[src/rtl/sprite_blitter.sv]
// CHIP-8/SCHIP DXYN draw sequencer: fetches sprite bytes from RAM and XORs them into VRAM.
// Optional build macro SPRITE_WRAP_EN: off-screen pixels wrap to the opposite edge instead of clipping.
module sprite_blitter #(
    parameter int ADDR_W = 16
) (
    input  logic              clk,
    input  logic              reset,
    input  logic              start,
    input  logic              hires,
    input  logic [7:0]        x,
    input  logic [7:0]        y,
    input  logic [3:0]        n,
    input  logic [ADDR_W-1:0] sprite_addr,
    input  logic [1:0]        plane_mask,
    output logic              busy,
    output logic              done,
    output logic              collision,
    output logic [ADDR_W-1:0] ram_addr,
    input  logic [7:0]        ram_dout,
    output logic [6:0]        vram_hpos,
    output logic [5:0]        vram_vpos,
    input  logic [1:0]        vram_pixelo,
    output logic [1:0]        vram_pixeli,
    output logic              vram_we
);

    localparam logic [2:0] ST_IDLE  = 3'd0;
    localparam logic [2:0] ST_FETCH = 3'd1;
    localparam logic [2:0] ST_LATCH = 3'd2;
    localparam logic [2:0] ST_RD    = 3'd3;
    localparam logic [2:0] ST_WR    = 3'd4;
    localparam logic [2:0] ST_DONE  = 3'd5;

    // Screen dimensions are powers of two, so wrapping is a bit mask.
    function automatic logic [6:0] wrap_col(input logic [7:0] c, input logic hr);
        return hr ? c[6:0] : {1'b0, c[5:0]};
    endfunction

    function automatic logic [5:0] wrap_row(input logic [7:0] r, input logic hr);
        return hr ? r[5:0] : {1'b0, r[4:0]};
    endfunction

    logic [2:0]        state_q, state_d;
    logic              coll_q, coll_d;
    logic [ADDR_W-1:0] ram_addr_q, ram_addr_d;
    logic [6:0]        hpos_q, hpos_d;
    logic [5:0]        vpos_q, vpos_d;

    logic              hires_q, hires_d;
    logic              wide_q, wide_d;
    logic [7:0]        x_q, x_d;
    logic [7:0]        y_q, y_d;
    logic [4:0]        rows_q, rows_d;
    logic [1:0]        mask_q, mask_d;
    logic [15:0]       sprite_q, sprite_d;
    logic              byte_q, byte_d;
    logic [3:0]        px_q, px_d;
    logic [3:0]        row_q, row_d;

    logic [7:0]        cur_col;
    logic [7:0]        nxt_col;
    logic [7:0]        cur_row;
    logic              pix_bit;
    logic              visible;
    logic              write_en;
    logic              last_px;
    logic              last_row;

    always_comb begin
        cur_col  = x_q + {4'b0000, px_q};
        nxt_col  = cur_col + 8'd1;
        cur_row  = y_q + {4'b0000, row_q};
        pix_bit  = sprite_q[4'd15 - px_q];
`ifdef SPRITE_WRAP_EN
        visible  = 1'b1;
`else
        visible  = hires_q ? (cur_col < 8'd128 && cur_row < 8'd64)
                           : (cur_col < 8'd64  && cur_row < 8'd32);
`endif
        write_en = (state_q == ST_WR) && pix_bit && (mask_q != 2'b00) && visible;
        last_px  = wide_q ? (px_q == 4'd15) : (px_q == 4'd7);
        last_row = ({1'b0, row_q} == (rows_q - 5'd1));
    end

    always_comb begin
        state_d    = state_q;
        coll_d     = coll_q;
        ram_addr_d = ram_addr_q;
        hpos_d     = hpos_q;
        vpos_d     = vpos_q;
        hires_d    = hires_q;
        wide_d     = wide_q;
        x_d        = x_q;
        y_d        = y_q;
        rows_d     = rows_q;
        mask_d     = mask_q;
        sprite_d   = sprite_q;
        byte_d     = byte_q;
        px_d       = px_q;
        row_d      = row_q;

        case (state_q)
            ST_IDLE: begin
                if (start) begin
                    hires_d    = hires;
                    x_d        = hires ? {1'b0, x[6:0]} : {2'b00, x[5:0]};
                    y_d        = hires ? {2'b00, y[5:0]} : {3'b000, y[4:0]};
                    wide_d     = hires && (n == 4'd0);
                    rows_d     = (hires && (n == 4'd0)) ? 5'd16 : {1'b0, n};
                    mask_d     = plane_mask;
                    coll_d     = 1'b0;
                    ram_addr_d = sprite_addr;
                    row_d      = 4'd0;
                    byte_d     = 1'b0;
                    px_d       = 4'd0;
                    // Lores n=0 draws nothing but still completes with a done pulse.
                    state_d    = (!hires && (n == 4'd0)) ? ST_DONE : ST_FETCH;
                end
            end
            ST_FETCH: begin
                state_d = ST_LATCH;
            end
            ST_LATCH: begin
                sprite_d = byte_q ? {sprite_q[15:8], ram_dout} : {ram_dout, 8'h00};
                if (wide_q && !byte_q) begin
                    byte_d     = 1'b1;
                    ram_addr_d = ram_addr_q + {{(ADDR_W-1){1'b0}}, 1'b1};
                    state_d    = ST_FETCH;
                end else begin
                    px_d    = 4'd0;
                    hpos_d  = wrap_col(x_q, hires_q);
                    vpos_d  = wrap_row(cur_row, hires_q);
                    state_d = ST_RD;
                end
            end
            ST_RD: begin
                state_d = ST_WR;
            end
            ST_WR: begin
                if (write_en && ((vram_pixelo & mask_q) != 2'b00)) begin
                    coll_d = 1'b1;
                end
                if (last_px) begin
                    if (last_row) begin
                        state_d = ST_DONE;
                    end else begin
                        row_d      = row_q + 4'd1;
                        byte_d     = 1'b0;
                        ram_addr_d = ram_addr_q + {{(ADDR_W-1){1'b0}}, 1'b1};
                        state_d    = ST_FETCH;
                    end
                end else begin
                    px_d    = px_q + 4'd1;
                    hpos_d  = wrap_col(nxt_col, hires_q);
                    state_d = ST_RD;
                end
            end
            ST_DONE: begin
                state_d = ST_IDLE;
            end
            default: begin
                state_d = ST_IDLE;
            end
        endcase
    end

    always_ff @(posedge clk) begin
        if (reset) begin
            state_q    <= ST_IDLE;
            coll_q     <= 1'b0;
            ram_addr_q <= '0;
            hpos_q     <= 7'd0;
            vpos_q     <= 6'd0;
        end else begin
            state_q    <= state_d;
            coll_q     <= coll_d;
            ram_addr_q <= ram_addr_d;
            hpos_q     <= hpos_d;
            vpos_q     <= vpos_d;
        end
    end

    // Draw context and sprite data are only meaningful once a draw has been accepted.
    always_ff @(posedge clk) begin
        hires_q  <= hires_d;
        wide_q   <= wide_d;
        x_q      <= x_d;
        y_q      <= y_d;
        rows_q   <= rows_d;
        mask_q   <= mask_d;
        sprite_q <= sprite_d;
        byte_q   <= byte_d;
        px_q     <= px_d;
        row_q    <= row_d;
    end

    assign busy        = (state_q != ST_IDLE);
    assign done        = (state_q == ST_DONE);
    assign collision   = coll_q;
    assign ram_addr    = ram_addr_q;
    assign vram_hpos   = hpos_q;
    assign vram_vpos   = vpos_q;
    assign vram_we     = write_en;
    assign vram_pixeli = write_en ? (vram_pixelo ^ mask_q) : 2'b00;

endmodule

[config.mk]
export PLATFORM = sky130hd
export DESIGN_NAME = sprite_blitter
export DESIGN_NICKNAME = d
export VERILOG_FILES = /design/src/rtl/sprite_blitter.sv
export SDC_FILE = /design/constraint.sdc
export NUM_CORES = 1
export LEC_CHECK = 0
export CAP_MARGIN = 30
export CELL_PAD_IN_SITES_DETAIL_PLACEMENT = 1
export CELL_PAD_IN_SITES_GLOBAL_PLACEMENT = 2
export CORE_ASPECT_RATIO = 0.5
export CORE_MARGIN = 5
export CORE_UTILIZATION = 33
export CTS_BUF_LIST = sky130_fd_sc_hd__clkbuf_2
export CTS_CLUSTER_SIZE = 20
export DETAILED_ROUTE_END_ITERATION = 8
export PLACE_DENSITY = 0.85
export SYNTH_ARGS = -nofsm -noshare
export SYNTH_HDL_FRONTEND = slang
export SYNTH_SLANG_ARGS = --single-unit
[constraint.sdc]
create_clock -name clk -period 3.4 [get_ports clk]
set_input_delay 0.68 -clock clk [delete_from_list [all_inputs] [get_ports clk]]
set_output_delay 0.68 -clock clk [all_outputs]
set_load 0.005 [all_outputs]
==> results.toml <==
[run_status]
status = "complete, but fails checks"
violations = "setup timing"

[sta]
worst_slack_ns = -0.0822
rsz0062_at_grt = "yes"
slew_violations = 0
relSlewSlack_pct = 46.8
hold_viol = 0
setup_viol = 3
clock.fmax_mhz = 287
fin_crit_ns = 3.48
worstMarginPinSlew_ns = 0.798
period_share_pct = 102
clock-skew-final_ns = 0.0175

[grt]
grt_pass1_wl_um = 20900
antenna_found_initial = 0
grtUsageTotal_pct = 16.9
use_met3_pct = 3.95
met2_usage_pct = 27.3
top_usage_layer = "met2"
gr-usage-met1_pct = 23.1
grt_max_degree = 28
grt_pass1_vias = 3920
overflow = 0

[clocking]
cts_made_buffers = 9
clkLatencyLatePin_ns = 0.59
cts.path.max_buffers = 2
postCtsHoldBufs = 0
cts_tree = "done"
cts_root_buf = "clkbuf_2"
ctsHtreeMaxLevel = 3
clk_pin_slew_worst_paths_ns = 0.25
cts.sinks = 79

[cells_and_area]
fill_cells = 1439
final_cell_area_um2 = 5690
antenna_cells = 0
fin_util_pct = 44.6
layout-drive-gt1-share_pct = 14.4
syn_to_final_growth_pct = 31.1
finalNetCount = 600

[setup_path]
critPathKind = "reg2out"
path_max_fanout = 6
critPathArrivalTime_ns = 2.80
start_kind = "flip-flop"
required_ns = 2.72
cp-end-kind = "output port"

[drt]
drc = 0
vias = 3859
routed_wl_um = 13300
drt_pass1_iterations = 5
antenna_left = 0
post_drt_wl_per_cell_um = 18.9
drt_iter0_markers = 198
avgViaCountPerCell = 5.47

[logic_synthesis]
synthMuxAreaShare_pct = 3.00
syn_nets = 498
avgSynthCellArea_um2 = 10.1
synth-async-reset-ratio_pct = 0
synth_top_family_by_area = "compound AO/OA/AOI/OAI gates"
yosysSeqAreaShare_pct = 47.0
ys_ff_latch = 79
synth_edf_count = 46
yosys.area_share.xor_xnor_pct = 3.83
synth_area_um2 = 4340
synth.distinct_cells = 64
synth_fa_ha_area_share_pct = 5.24
synth-compound-area-share_pct = 19.1
synthFlopType = "edfxtp_1"
synth-simple-area-share_pct = 17.9
syn_inst = 429
yosysWarnings = 0

[die]
start_util_pct = 34.0
core_area_um2 = 12800
die_w_um = 172
die_y_um = 91.1
die_area_um2 = 15700
io_pins = 87
num_rows = 29

[worst_hold_path]
hold_path.class = "reg2reg"

[power]
max-vdd-ir-drop_v = 0.000187
power_density_nw_per_um2 = 401
power_leakage_uw = 0.00205

[place]
dp_hpwl_um = 9650
portBuffers = 83
routabilityCongestion = 0.820
post_dp_cell_area_um2 = 5380

[flow_run]
max_cap_viol_count = 0
==> metal layers <==
metal | wire (µm) | up-vias
met3 | 698 | 13
met4 | 139 | 0
li1 | - | 1834
met5 | 0 | -
met2 | 6130 | 82
met1 | 6370 | 1930
==> registers in the layout, summed over array words and instances, names as in the netlist <==
signal,count
hires_q,1
vram_vpos,6
row_q,4
x_q,7
rows_q,4
y_q,6
sprite_q,16
state_q,3
wide_q,1
vram_hpos,7
px_q,4
ram_addr,16
byte_q,1
mask_q,2
collision,1
==> repair_timing <==
action / 4_1_cts / 5_1_grt
hold endpoints to repair: 0 / 0
setup buffers: 8 / 11
endpoints found under the setup margin: 3 / 3
resized for setup: 20 / 8
pin swaps: 7 / 10
==> Yosys cell counts, types with 4 or more instances <==
cell type,instances,share of area (%)
o211ai_1,6,1.0
a31oi_1,6,0.86
and3_1,5,0.72
ha_1,15,4.3
nor3b_1,4,0.69
o21ai_0,11,1.3
edfxtp_1,46,32
nand2_1,35,3.0
o311ai_0,10,2.0
dfxtp_1,33,15
o2111ai_1,4,0.81
buf_2,7,0.81
nand2b_1,5,0.72
a21oi_1,30,3.5
o21a_1,4,0.69
inv_1,15,1.3
xor2_1,10,2.0
mux4_2,4,2.1
a211oi_1,7,1.2
mux2i_1,4,0.92
o31ai_1,11,1.9
and2_1,17,2.4
xnor2_1,9,1.8
or3_1,4,0.58
nand3_1,13,1.5
nor3_1,11,1.3
clkbuf_1,17,1.5
nor2_1,28,2.4
==> layout make-up <==
class | instances | area (µm²) | area share, %
multi-input combinational | 310 | 2210 | 38.8
sequential | 79 | 2040 | 35.9
timing repair buffer | 116 | 1070 | 18.8
tap | 170 | 213 | 3.74
clock inverter | 7 | 62.6 | 1.10
inverter | 15 | 56.3 | 0.989
clock buffer | 9 | 45.0 | 0.791
==> critical path, cell delays in order (launching register included) <==
cell	delay [ns]
edfxtp_1	0.47
ha_1	0.34
a211o_1	0.33
and3_4	0.21
o2111ai_2	0.17
nand4_1	0.22
buf_4	0.22
nor3_2	0.13
buf_2	0.13
==> cell usage in the layout, fill, tap and decap left out, types with 10 or more instances in the layout <==
cell,instances
o21ai_0,11
nand3_1,13
and2_1,17
xor2_1,10
o31ai_1,11
edfxtp_1,46
nor2_1,26
nand2_1,35
dfxtp_1,33
clkdlybuf4s50_1,80
ha_1,12
a21oi_1,30
inv_1,15
o311ai_0,10
buf_4,32
==> worst paths after layout <==
check	slack, ns	cells after the start	end	start
setup / recovery	-0.08	8	vram_pixeli[0]	px_q[1]
setup reg to reg	0.57	8	vram_hpos[4]	x_q[0]
hold / removal	0.48	2	vram_vpos[2]	vram_vpos[2]
hold reg to reg	0.48	2	vram_vpos[2]	vram_vpos[2]
==> kinds of logic after synthesis <==
| family | Yosys count |
|---|---|
| and+or+nand+nor | 147 |
| AOI/OAI and AO/OA | 119 |
| DFF | 79 |
| buffers and inverters | 40 |
| xor gates and xnor gates | 19 |
| adders and majority gates | 17 |
| muxes | 8 |
==> through the flow <==
stage	worst slack [ns]	hold WS (ns)	std cells	power, µW	setup TNS (ns)
after global placement	0.136	0.446	671	1710	0
after detailed placement	0.102	0.459	671	1730	0
after CTS	-0.165	0.487	695	2270	-0.328
final	-0.0822	0.483	706	2280	-0.178
after global routing	-0.222	0.499	706	2410	-0.599
after floorplan	0.513	0.448	429	1480	0
==> power breakdown <==
| group | leakage, µW | internal (µW) | switching, µW | total [µW] |
|---|---|---|---|---|
| logic | 0.00127 | 297 | 303 | 600 |
| clock network | 0.0000711 | 116 | 402 | 518 |
| registers | 0.000707 | 1090 | 72.7 | 1170 |
| total | 0.00205 | 1510 | 777 | 2280 |
Power figures use the tool's default switching activity.
==> RTL change, RTL diff (same flow settings) <==
Put a register stage on the outputs `busy`, `done`, `vram_pixeli` and `vram_we`, without a reset. The values now appear one clock later. The other outputs are not delayed to match.
--- a/src/rtl/sprite_blitter.sv
+++ b/src/rtl/sprite_blitter.sv
@@ -194,14 +194,16 @@
         row_q    <= row_d;
     end
 
-    assign busy        = (state_q != ST_IDLE);
-    assign done        = (state_q == ST_DONE);
     assign collision   = coll_q;
     assign ram_addr    = ram_addr_q;
     assign vram_hpos   = hpos_q;
     assign vram_vpos   = vpos_q;
-    assign vram_we     = write_en;
-    assign vram_pixeli = write_en ? (vram_pixelo ^ mask_q) : 2'b00;
+    always_ff @(posedge clk) begin
+        busy        <= (state_q != ST_IDLE);
+        done        <= (state_q == ST_DONE);
+        vram_pixeli <= write_en ? (vram_pixelo ^ mask_q) : 2'b00;
+        vram_we     <= write_en;
+    end
 
 endmodule
 
Behaviour: not the same (a bounded check fails within 4 cycles, from zero or initial values and one cycle with reset high).
==> RTL change against the unedited design <==
First-iteration DRC count decreased by 13%. Largest power group unchanged. Routed wire length decreased by 8.5%. Count of clock-buffer cells in the layout unchanged. Highest routed layer unchanged. Final area decreased by 1.9%. Synthesized area increased by 2.9%. Critical path type is now reg2reg. Setup slack improved by 0.54 ns. Total power increased by 8.5%. Sequential cell count increased by 5.
==> RTL change: results (changes against the unedited design) <==
RR Startpoint -> px_q[0]
Post-DP Area -> 5460 sq um (+1.5%)
Layout Nets -> 578 (-3.7%)
First-pass iteration count of the detailed router -> 4 (-1)
Pre-CTS setup slack -> 0.466 ns (+0.364 ns)
CTS clock-pin slew for the worst setup and hold paths -> 0.27 ns (+0.02 ns)
Syn Inst Count -> 434 (+1.2%)
Netlist cell types -> 72 (+13%)
Largest net degree at the start of global routing -> 31 (+11%)
Leakage -> 1.94 nW (-5.3%)
Hold_ws -> 0.474 ns (-0.00939 ns)
Vias in the first global route -> 3809 (-2.8%)
Tmin final -> 2.95 ns (-0.536 ns)
Setup TNS Final -> 0 ns (+0.178 ns)
Sequential share of power -> 0.520 (+0.010)
Reg2reg path depth -> 7 (-1)
Comb pwr share -> 0.259 (-0.004)
Synth Area in Compound Gates -> 0.179 (-0.0119)
Area share of fa/ha/maj cells after synthesis -> 0.0510 (-0.00150)
Worst Hold Launch -> vram_vpos[3]
Worst Skew -> 0.0345 ns (+0.0171 ns)
Mux cell area share after synthesis -> 0.0319 (+0.00194)
Iteration-0 DRC Markers -> 173 (-13%)
Global-route wire length before repair -> 20200 microns (-3.5%)
Postcts setup bufs -> 0 (-8)
Final HPWL DP -> 9050 microns (-6.3%)
Maximum vdd drop -> 161 uV (-14%)
Slew margin rel. -> 0.536 (+0.0682)
Vias per Instance -> 5.22 (-4.5%)
Worst-path fanout max -> 8 (+2)
XOR/XNOR share of the synthesized area -> 0.0409 (+0.00254)
Largest delay share family, worst path -> compound AO/OA/AOI/OAI gates
Share of layout cells above drive strength 1 -> 0.0934 (-0.0503)
Synthesized net count -> 503 (+1.0%)
Sequential Power -> 1.29 mW (+10%)
Sw frac -> 0.345 (+0.00478)
Slowest cell delay on critical path -> 0.63 ns (+0.16 ns)
Most instantiated cells after synthesis -> 46 x edfxtp_1, 42 x nor2_1, 38 x dfxtp_1, 37 x nand2_1, 32 x a21oi_1
GRT Total Usage -> 0.157 (-0.0121)
Sequential share of the synthesized area -> 0.479 (+0.00897)
Critical Path Sink -> vram_hpos[4]
Flop2flop setup slack -> 0.45 ns (-0.12 ns)
Placer congestion estimate -> 0.794 (-3.2%)
Status -> complete, no violations
Arrival @ worst endpoint -> 3.47 ns (+0.67 ns)
Setup-failing EPs final -> 0 (-3)
==> RTL change: cell count changes after synthesis, moves of 5 or more <==
cell and delta:
dfxtp_1 +5, nor2_1 +14, nor3_1 +6, o21ai_0 -8
==> RTL change: routing by layer <==
layer,GRT usage,wire [microns],vias up
met5,0,0,-
met4,0.0392,124,0
met3,0.0400,585,10
met2,0.250,5600,56
met1,0.214,5900,1764
li1,-,-,1773
==> RTL change: worst reg2reg max path: cells and delay by family, from the launching register on <==
kind / cells / cell delay (ns)
flops: 1 / 0.63
simple gates: 2 / 0.66
compound gates: 3 / 0.84
fa+ha+maj: 2 / 0.77
==> RTL change: layout make-up <==
type                       count  area (sq um)
clock buffer                   9          45.0
clock inverter                 7          76.3
fill                        1503          7820
inverter                      11          41.3
multi-input combinational    312          2170
sequential                    84          2140
tap                          176           220
timing repair buffer          91           891
